## config.mk

```make
export PLATFORM = sky130hd
export DESIGN_NAME = mux2way16_arbiter
export DESIGN_NICKNAME = d
export VERILOG_FILES = /design/src/rtl/mux2way16_arbiter.sv
export SDC_FILE = /design/constraint.sdc
export NUM_CORES = 1
export LEC_CHECK = 0
export ABC_AREA = 1
export CAP_MARGIN = 20
export CORE_MARGIN = 8
export CORE_UTILIZATION = 42
export DETAILED_ROUTE_END_ITERATION = 7
export GPL_TIMING_DRIVEN = 0
export PLACE_DENSITY = 0.88
export SYNTH_ARGS = -nofsm -noshare
export SYNTH_HDL_FRONTEND = slang
export SYNTH_SLANG_ARGS = --single-unit
export TNS_END_PERCENT = 30
```

## constraint.sdc

```tcl
create_clock -name clk -period 1.65 [get_ports clk]
set_clock_uncertainty 0.1 [all_clocks]
set_input_delay 0.2475 -clock clk [delete_from_list [all_inputs] [get_ports clk]]
set_output_delay 0.2475 -clock clk [all_outputs]
set_load 0.01 [all_outputs]
```

## src/rtl/mux2way16_arbiter.sv

```systemverilog
// Two-requester round-robin burst arbiter driving a registered 16-bit shared bus.
// A grant holds until the burst ends with last, or until MAX_BURST beats force a release.
module mux2way16_arbiter #(
    parameter int MAX_BURST = 16
) (
    input  logic        clk,
    input  logic        rst_n,
    input  logic        a_valid,
    input  logic [15:0] a_data,
    input  logic        a_last,
    input  logic        b_valid,
    input  logic [15:0] b_data,
    input  logic        b_last,
    input  logic        out_ready,
    output logic        a_ready,
    output logic        b_ready,
    output logic        sel,
    output logic        out_valid,
    output logic [15:0] out_data,
    output logic        trunc
);

    typedef enum logic [1:0] {
        IDLE,
        BUSY_A,
        BUSY_B
    } state_t;

    localparam logic [4:0] BURST_MAX = 5'(MAX_BURST);

    state_t     state, state_nx;
    logic       rr, rr_nx;
    logic       sel_nx;
    logic       trunc_nx;
    logic [4:0] beat_cnt, cnt_nx;
    logic       xfer;
    logic       cur_last;

    always_comb begin
        a_ready  = (state == BUSY_A) && (!out_valid || out_ready);
        b_ready  = (state == BUSY_B) && (!out_valid || out_ready);
        xfer     = (a_valid && a_ready) || (b_valid && b_ready);
        cur_last = sel ? b_last : a_last;

        state_nx = state;
        rr_nx    = rr;
        sel_nx   = sel;
        cnt_nx   = beat_cnt;
        trunc_nx = 1'b0;

        case (state)
            IDLE: begin
                if (a_valid && (!b_valid || !rr)) begin
                    state_nx = BUSY_A;
                    sel_nx   = 1'b0;
                    cnt_nx   = '0;
                end else if (b_valid) begin
                    state_nx = BUSY_B;
                    sel_nx   = 1'b1;
                    cnt_nx   = '0;
                end
            end
            BUSY_A, BUSY_B: begin
                if (xfer) begin
                    cnt_nx = beat_cnt + 5'd1;
                    // A last on the final allowed beat is a normal end, not a truncation.
                    if (cur_last) begin
                        state_nx = IDLE;
                        rr_nx    = (state == BUSY_A);
                    end else if (beat_cnt + 5'd1 == BURST_MAX) begin
                        state_nx = IDLE;
                        rr_nx    = (state == BUSY_A);
                        trunc_nx = 1'b1;
                    end
                end
            end
            default: state_nx = IDLE;
        endcase
    end

    always_ff @(posedge clk or negedge rst_n) begin
        if (!rst_n) begin
            state     <= IDLE;
            rr        <= 1'b0;
            sel       <= 1'b0;
            beat_cnt  <= '0;
            trunc     <= 1'b0;
            out_valid <= 1'b0;
            out_data  <= '0;
        end else begin
            state    <= state_nx;
            rr       <= rr_nx;
            sel      <= sel_nx;
            beat_cnt <= cnt_nx;
            trunc    <= trunc_nx;
            if (xfer) begin
                out_data  <= sel ? b_data : a_data;
                out_valid <= 1'b1;
            end else if (out_ready) begin
                out_valid <= 1'b0;
            end
        end
    end

endmodule

```

==> impl_metrics.tcl, run 1 <==
set metrics [dict create \
    place_area_um2 2090 \
    area_growth_pct 56.0 \
    synthCells 174 \
    clkLatencyLatePin_ps 330 \
    violations "setup timing" \
    drc 0 \
    synth_edf_count 0 \
    critPathLaunchType "register" \
    hold_viol 0 \
    rows 21 \
    cts_buffers 3 \
    fillers 270 \
    synth.most_common_cell "nand2_1" \
    ant_nets 0 \
    cts_buffer_depth 2 \
    finalPower_mw 3.38 \
    cellLeakagePower_nw 1.06 \
    critPathMaxFanout 2 \
    antenna_found_initial 0 \
    cts_tree "yes" \
    syn_nets 217 \
    slowest_delay_ps 440 \
    synthTopCellsByArea "dfrtp_1 48%, nand2_1 15%, a31oi_1 7.1%" \
    core_um2 3280 \
    period_share_pct 102 \
    portBuffers 59 \
    cp-end-kind "output pin" \
    synthFlopType "dfrtp_1" \
    finalSetupViolCount 1 \
    critical_path_buf_inv_count 2 \
    ys_seq_area_share_pct 47.9 \
    dieWidth_um 74.0 \
    setup.worst_path.class "reg2out" \
    syn_area_per_cell_um2 8.11 \
    vias 1399 \
    overflow 0 \
    rsz0062_at_grt "yes" \
    maxCapViolCount 0 \
    worstMarginPinSlew_ps 650 \
    wl_per_cell_um 13.9 \
    initialDrtViolationCount 88 \
    synth.distinct_cells 25 \
    ios 60 \
    dieArea_um2 5470 \
    clk_pin_slew_worst_paths_ps 160 \
    maxSlewViolCount 0 \
    arrival_ps 1340 \
    nNetsFinal 285 \
    max_freq_ghz 0.592 \
    period_minus_slack_ps 1690 \
    initial_core_util_pct 43.0 \
    powerDensity_nw_per_um2 1540 \
    ys_warn_count 0 \
    ys_top_cells_by_count "58 x nand2_1, 27 x dfrtp_1, 22 x nor2_1" \
    synth_top_area_share_pct 47.9 \
    drt_pre_antenna_iters 4 \
    grt_max_degree 17 \
    seqCellArea_um2 677 \
    antennaDiodeCount 0 \
    seqPwrFrac_pct 32.2 \
    cts-root-buf "clkbuf_4" \
    crit_family "flip-flops" \
    hold_buffers 0 \
    synth_seq_cells 27 \
    clock_sinks 27 \
    routabilityCongestion 0.842 \
    fin_util_pct 67.0 \
    p_sw_share_pct 42.6 \
    die_height_um 74.0 \
    synth-async-reset-ratio_pct 100 \
    synth_top_area_cell "dfrtp_1" \
    crit_path_top_delay_cell "dfrtp_1" \
    multi_input_area_um2 672 \
    min_path_type "in2async" \
    dp.cells 280 \
    clkPwrFrac_pct 8.9 \
    worstPathCellList "buf_6, ha_4, a21boi_2, buf_2" \
    cts.htree.levels 1 \
    syn_area_um2 1410 \
    routed_wl_mm 3.98 \
    grt_pass1_wl_mm 6.13 \
    fin_ws_ps -38.0 \
    p_int_mw 1.94 \
    grt_pass1_vias 1355 \
    design_area_um2 2200 \
    layout-drive-gt1-share_pct 16.2 \
    viasPerCell 4.87 \
    grt.total_usage_pct 14.1 \
    dp_hpwl_mm 3.08 \
    instances_no_fill 287 \
    crit_required_ps 1300 \
    combinationalPowerShare_pct 58.9 \
    slew_headroom_pct 56.6 \
    power_switching_mw 1.44 \
    dp_slack_ps -215 \
    status "finished with violations" \
    max-vdd-ir-drop_mv 0.626 \
]
-- worst reg2reg max path: stages (launching register included) --
cell and delay, ps:
dfrtp_2 440, inv_2 70, ha_1 360, inv_2 140, nand2_1 80, nand3_2 120, inv_2 50, o22ai_1 110
-- final cells by class --
type / count / share of cell area (%)
Clock inverter: 1 / 0.341
Sequential cell: 27 / 30.7
Clock buffer: 3 / 1.02
Buffer: 6 / 1.82
Inverter: 15 / 2.67
Multi-Input combinational cell: 126 / 30.5
Tap cell: 46 / 2.61
Timing Repair Buffer: 63 / 30.3
-- layer usage --
layer,wire [um],up-vias,global-route usage (%),share of wire (%)
li1,-,699,-,-
met1,1660,654,16.7,42
met2,2020,40,24.0,51
met3,251,6,4.58,6.3
met4,46,0,3.55,1.2
met5,0,-,0,0
-- flip-flops by register name (all words and copies together), names as in the netlist --
name	count
out_data	16
beat_cnt	5
state	2
out_valid	1
rr	1
sel	1
trunc	1
-- cells in the final DEF, fill, tap and decap left out, types with 3 or more instances in the layout --
master            n
nand2_1          58
clkdlybuf4s50_1  44
dfrtp_1          26
nor2_1           22
a31oi_1          16
dlymetal6s2s_1   13
inv_2             8
inv_1             5
nand3_1           4
nand3_2           4
o21ai_1           4
buf_2             4
buf_4             4
nand2_2           3
clkbuf_4          3
-- through the flow --
stage / setup TNS [ps] / hold WS (ps)
2_1_floorplan: 0 / -148
3_3_place_gp: -4920 / 389
3_5_place_dp: -666 / 410
4_1_cts: -55.8 / 212
5_1_grt: -129 / 232
6_report: -38.0 / 191
-- cell families after synthesis --
kind of cell / Yosys count / synth area share (%)
fa+ha+maj: 4 / 3.55
simple gates: 95 / 30.0
mux: 1 / 0.709
buf+inv: 21 / 7.00
flops: 27 / 47.9
compound gates: 26 / 10.9
-- timing repair --
| action | CTS | global route |
|---|---|---|
| setup buffers | 2 | 1 |
| resized for setup | 14 | 21 |
| endpoints found under the hold margin | 0 | 0 |
| pin swaps | 0 | 1 |
| setup endpoints to repair | 3 | 21 |
-- power groups by stage --
stage                     Clock [mW]  Combinational, mW  Sequential, mW
after CTS                      0.311               2.00            1.08
after global placement             0               1.89            1.09
after floorplan                    0              0.996            1.20
final                          0.302               1.99            1.09
after global routing           0.335               2.20            1.13
after detailed placement           0               1.95            1.10
-- final timing paths --
kind | start | slack (ps) | cells after the start | to
min reg2reg | beat_cnt[0] | 440 | 1 | beat_cnt[0]
max | state[1] | -40 | 4 | b_ready
min | rst_n | 190 | 1 | out_data[3]
min in group clk | b_data[6] | 360 | 3 | out_data[6]
max in group asynchronous | rst_n | 730 | 2 | state[0]
max reg2reg | state[0] | 120 | 7 | beat_cnt[3]
Note: power is estimated with default switching activity, not from simulation.
==> run 2: changes to the inputs <==
- SKIP_CTS_REPAIR_TIMING: default -> 1
==> impl_metrics.tcl, run 2 (same netlist as run 1, synthesis figures left out) <==
set metrics [dict create \
    layout-drive-gt1-share_pct 15.7 \
    cts_buffers 3 \
    initialDrtViolationCount 89 \
    grt_max_degree 17 \
    final_cell_mix "58 x nand2_1, 43 x clkdlybuf4s50_1, 27 x dfrtp_1" \
    wl_per_cell_um 13.7 \
    clk_pin_slew_worst_paths_ps 160 \
    ant_nets 0 \
    critPathMaxFanout 3 \
    rows 21 \
    clkLatencyLatePin_ps 320 \
    routabilityCongestion 0.842 \
    ios 60 \
    p_sw_share_pct 42.3 \
    slew_headroom_pct 56.5 \
    cellLeakagePower_nw 1.08 \
    clkPwrFrac_pct 8.8 \
    setup.worst_path.class "reg2out" \
    grt_pass1_wl_mm 6.02 \
    powerDensity_nw_per_um2 1540 \
    finalPower_mw 3.40 \
    cts-root-buf "clkbuf_4" \
    cts_tree "yes" \
    maxSlewViolCount 0 \
    finalSetupViolCount 2 \
    reg_top3 "out_data x16, beat_cnt x5, state x2" \
    seqPwrFrac_pct 32.1 \
    final_common_cell "nand2_1" \
    antennaDiodeCount 0 \
    clock_sinks 27 \
    period_share_pct 102 \
    maxCapViolCount 0 \
    initial_core_util_pct 43.0 \
    cts.htree.levels 1 \
    min_path_type "in2async" \
    reg2reg_depth 7 \
    status "finished with violations" \
    violations "setup timing" \
    portBuffers 59 \
    nNetsFinal 286 \
    fin_ws_ps -38.5 \
    vias 1407 \
    grt_pass1_vias 1347 \
    dieArea_um2 5470 \
    hold_viol 0 \
    instances_no_fill 288 \
    dp_hpwl_mm 3.08 \
    worstMarginPinSlew_ps 650 \
    routed_wl_mm 3.96 \
    period_minus_slack_ps 1690 \
    critPathLaunchType "register" \
    grt.total_usage_pct 13.8 \
    overflow 0 \
    setup-tns-final_ps -50.7 \
    power_switching_mw 1.44 \
    regMostFlops "out_data" \
    p_int_mw 1.96 \
    drc 0 \
    cts_buffer_depth 2 \
    area_growth_pct 56.6 \
    viasPerCell 4.89 \
    combinationalPowerShare_pct 59.1 \
    die_height_um 74.0 \
    dp.cells 280 \
    arrival_ps 1340 \
    dieWidth_um 74.0 \
    crit_required_ps 1300 \
    drt_pre_antenna_iters 4 \
    largest_reg_flops 16 \
    rsz0062_at_grt "yes" \
    antenna_found_initial 0 \
    max-vdd-ir-drop_mv 0.626 \
    max_freq_ghz 0.592 \
    core_um2 3280 \
    cp-end-kind "output pin" \
    holdWs_ps 197 \
]
-- run 2: power groups by stage --
stage                     clock, mW  sequential [mW]  combinational, mW
final                         0.298             1.09               2.01
after floorplan                   0             1.20              0.996
after CTS                     0.311             1.09               1.95
after detailed placement          0             1.10               1.95
after global placement            0             1.09               1.89
after global routing          0.335             1.13               2.22
-- run 2: final cells by class --
cell class | count | area, um^2
Buffer | 6 | 40.0
Clock buffer | 3 | 22.5
Clock inverter | 1 | 7.51
Fill cell | 268 | 1070
Inverter | 15 | 58.8
Multi-Input combinational cell | 126 | 668
Sequential cell | 27 | 676
Tap cell | 46 | 57.6
Timing Repair Buffer | 64 | 681
-- run 2: critical path: stages (launching register included) --
cell      delay, ps
dfrtp_1         450
buf_6           140
ha_4            150
a21boi_2        140
buf_2           140
-- run 2: path summary, 6_finish.rpt --
kind                              from      endpoint  slack [ps]
max                           state[1]       b_ready         -40
min                              rst_n   out_data[4]         200
max reg2reg                   state[1]   beat_cnt[3]         110
min reg2reg                beat_cnt[0]   beat_cnt[0]         440
max in group asynchronous        rst_n  out_data[14]         740
min in group clk             b_data[6]   out_data[6]         360
-- run 2: routing by layer --
metal | up-vias | wire length [um] | global-route usage, %
met4 | 0 | 57 | 3.99
li1 | 699 | - | -
met2 | 46 | 2040 | 23.1
met3 | 8 | 264 | 4.45
met5 | - | 0 | 0
met1 | 654 | 1600 | 16.5
-- run 2: through the flow --
stage	setup WS, ps	util, %	area (um^2)
detailed placement	-215	63.5	2090
global route	-104	67.3	2210
finish	-38.5	67.3	2210
CTS	-513	64.5	2120
floorplan	235	-	1410
global placement	-171	62.7	2060
==> run 3: changes to the inputs <==
- ABC_CLOCK_PERIOD_IN_PS: default -> 1650
==> results of run 3 <==
No change in the layout: final DEF, timing and power equal those of run 2.
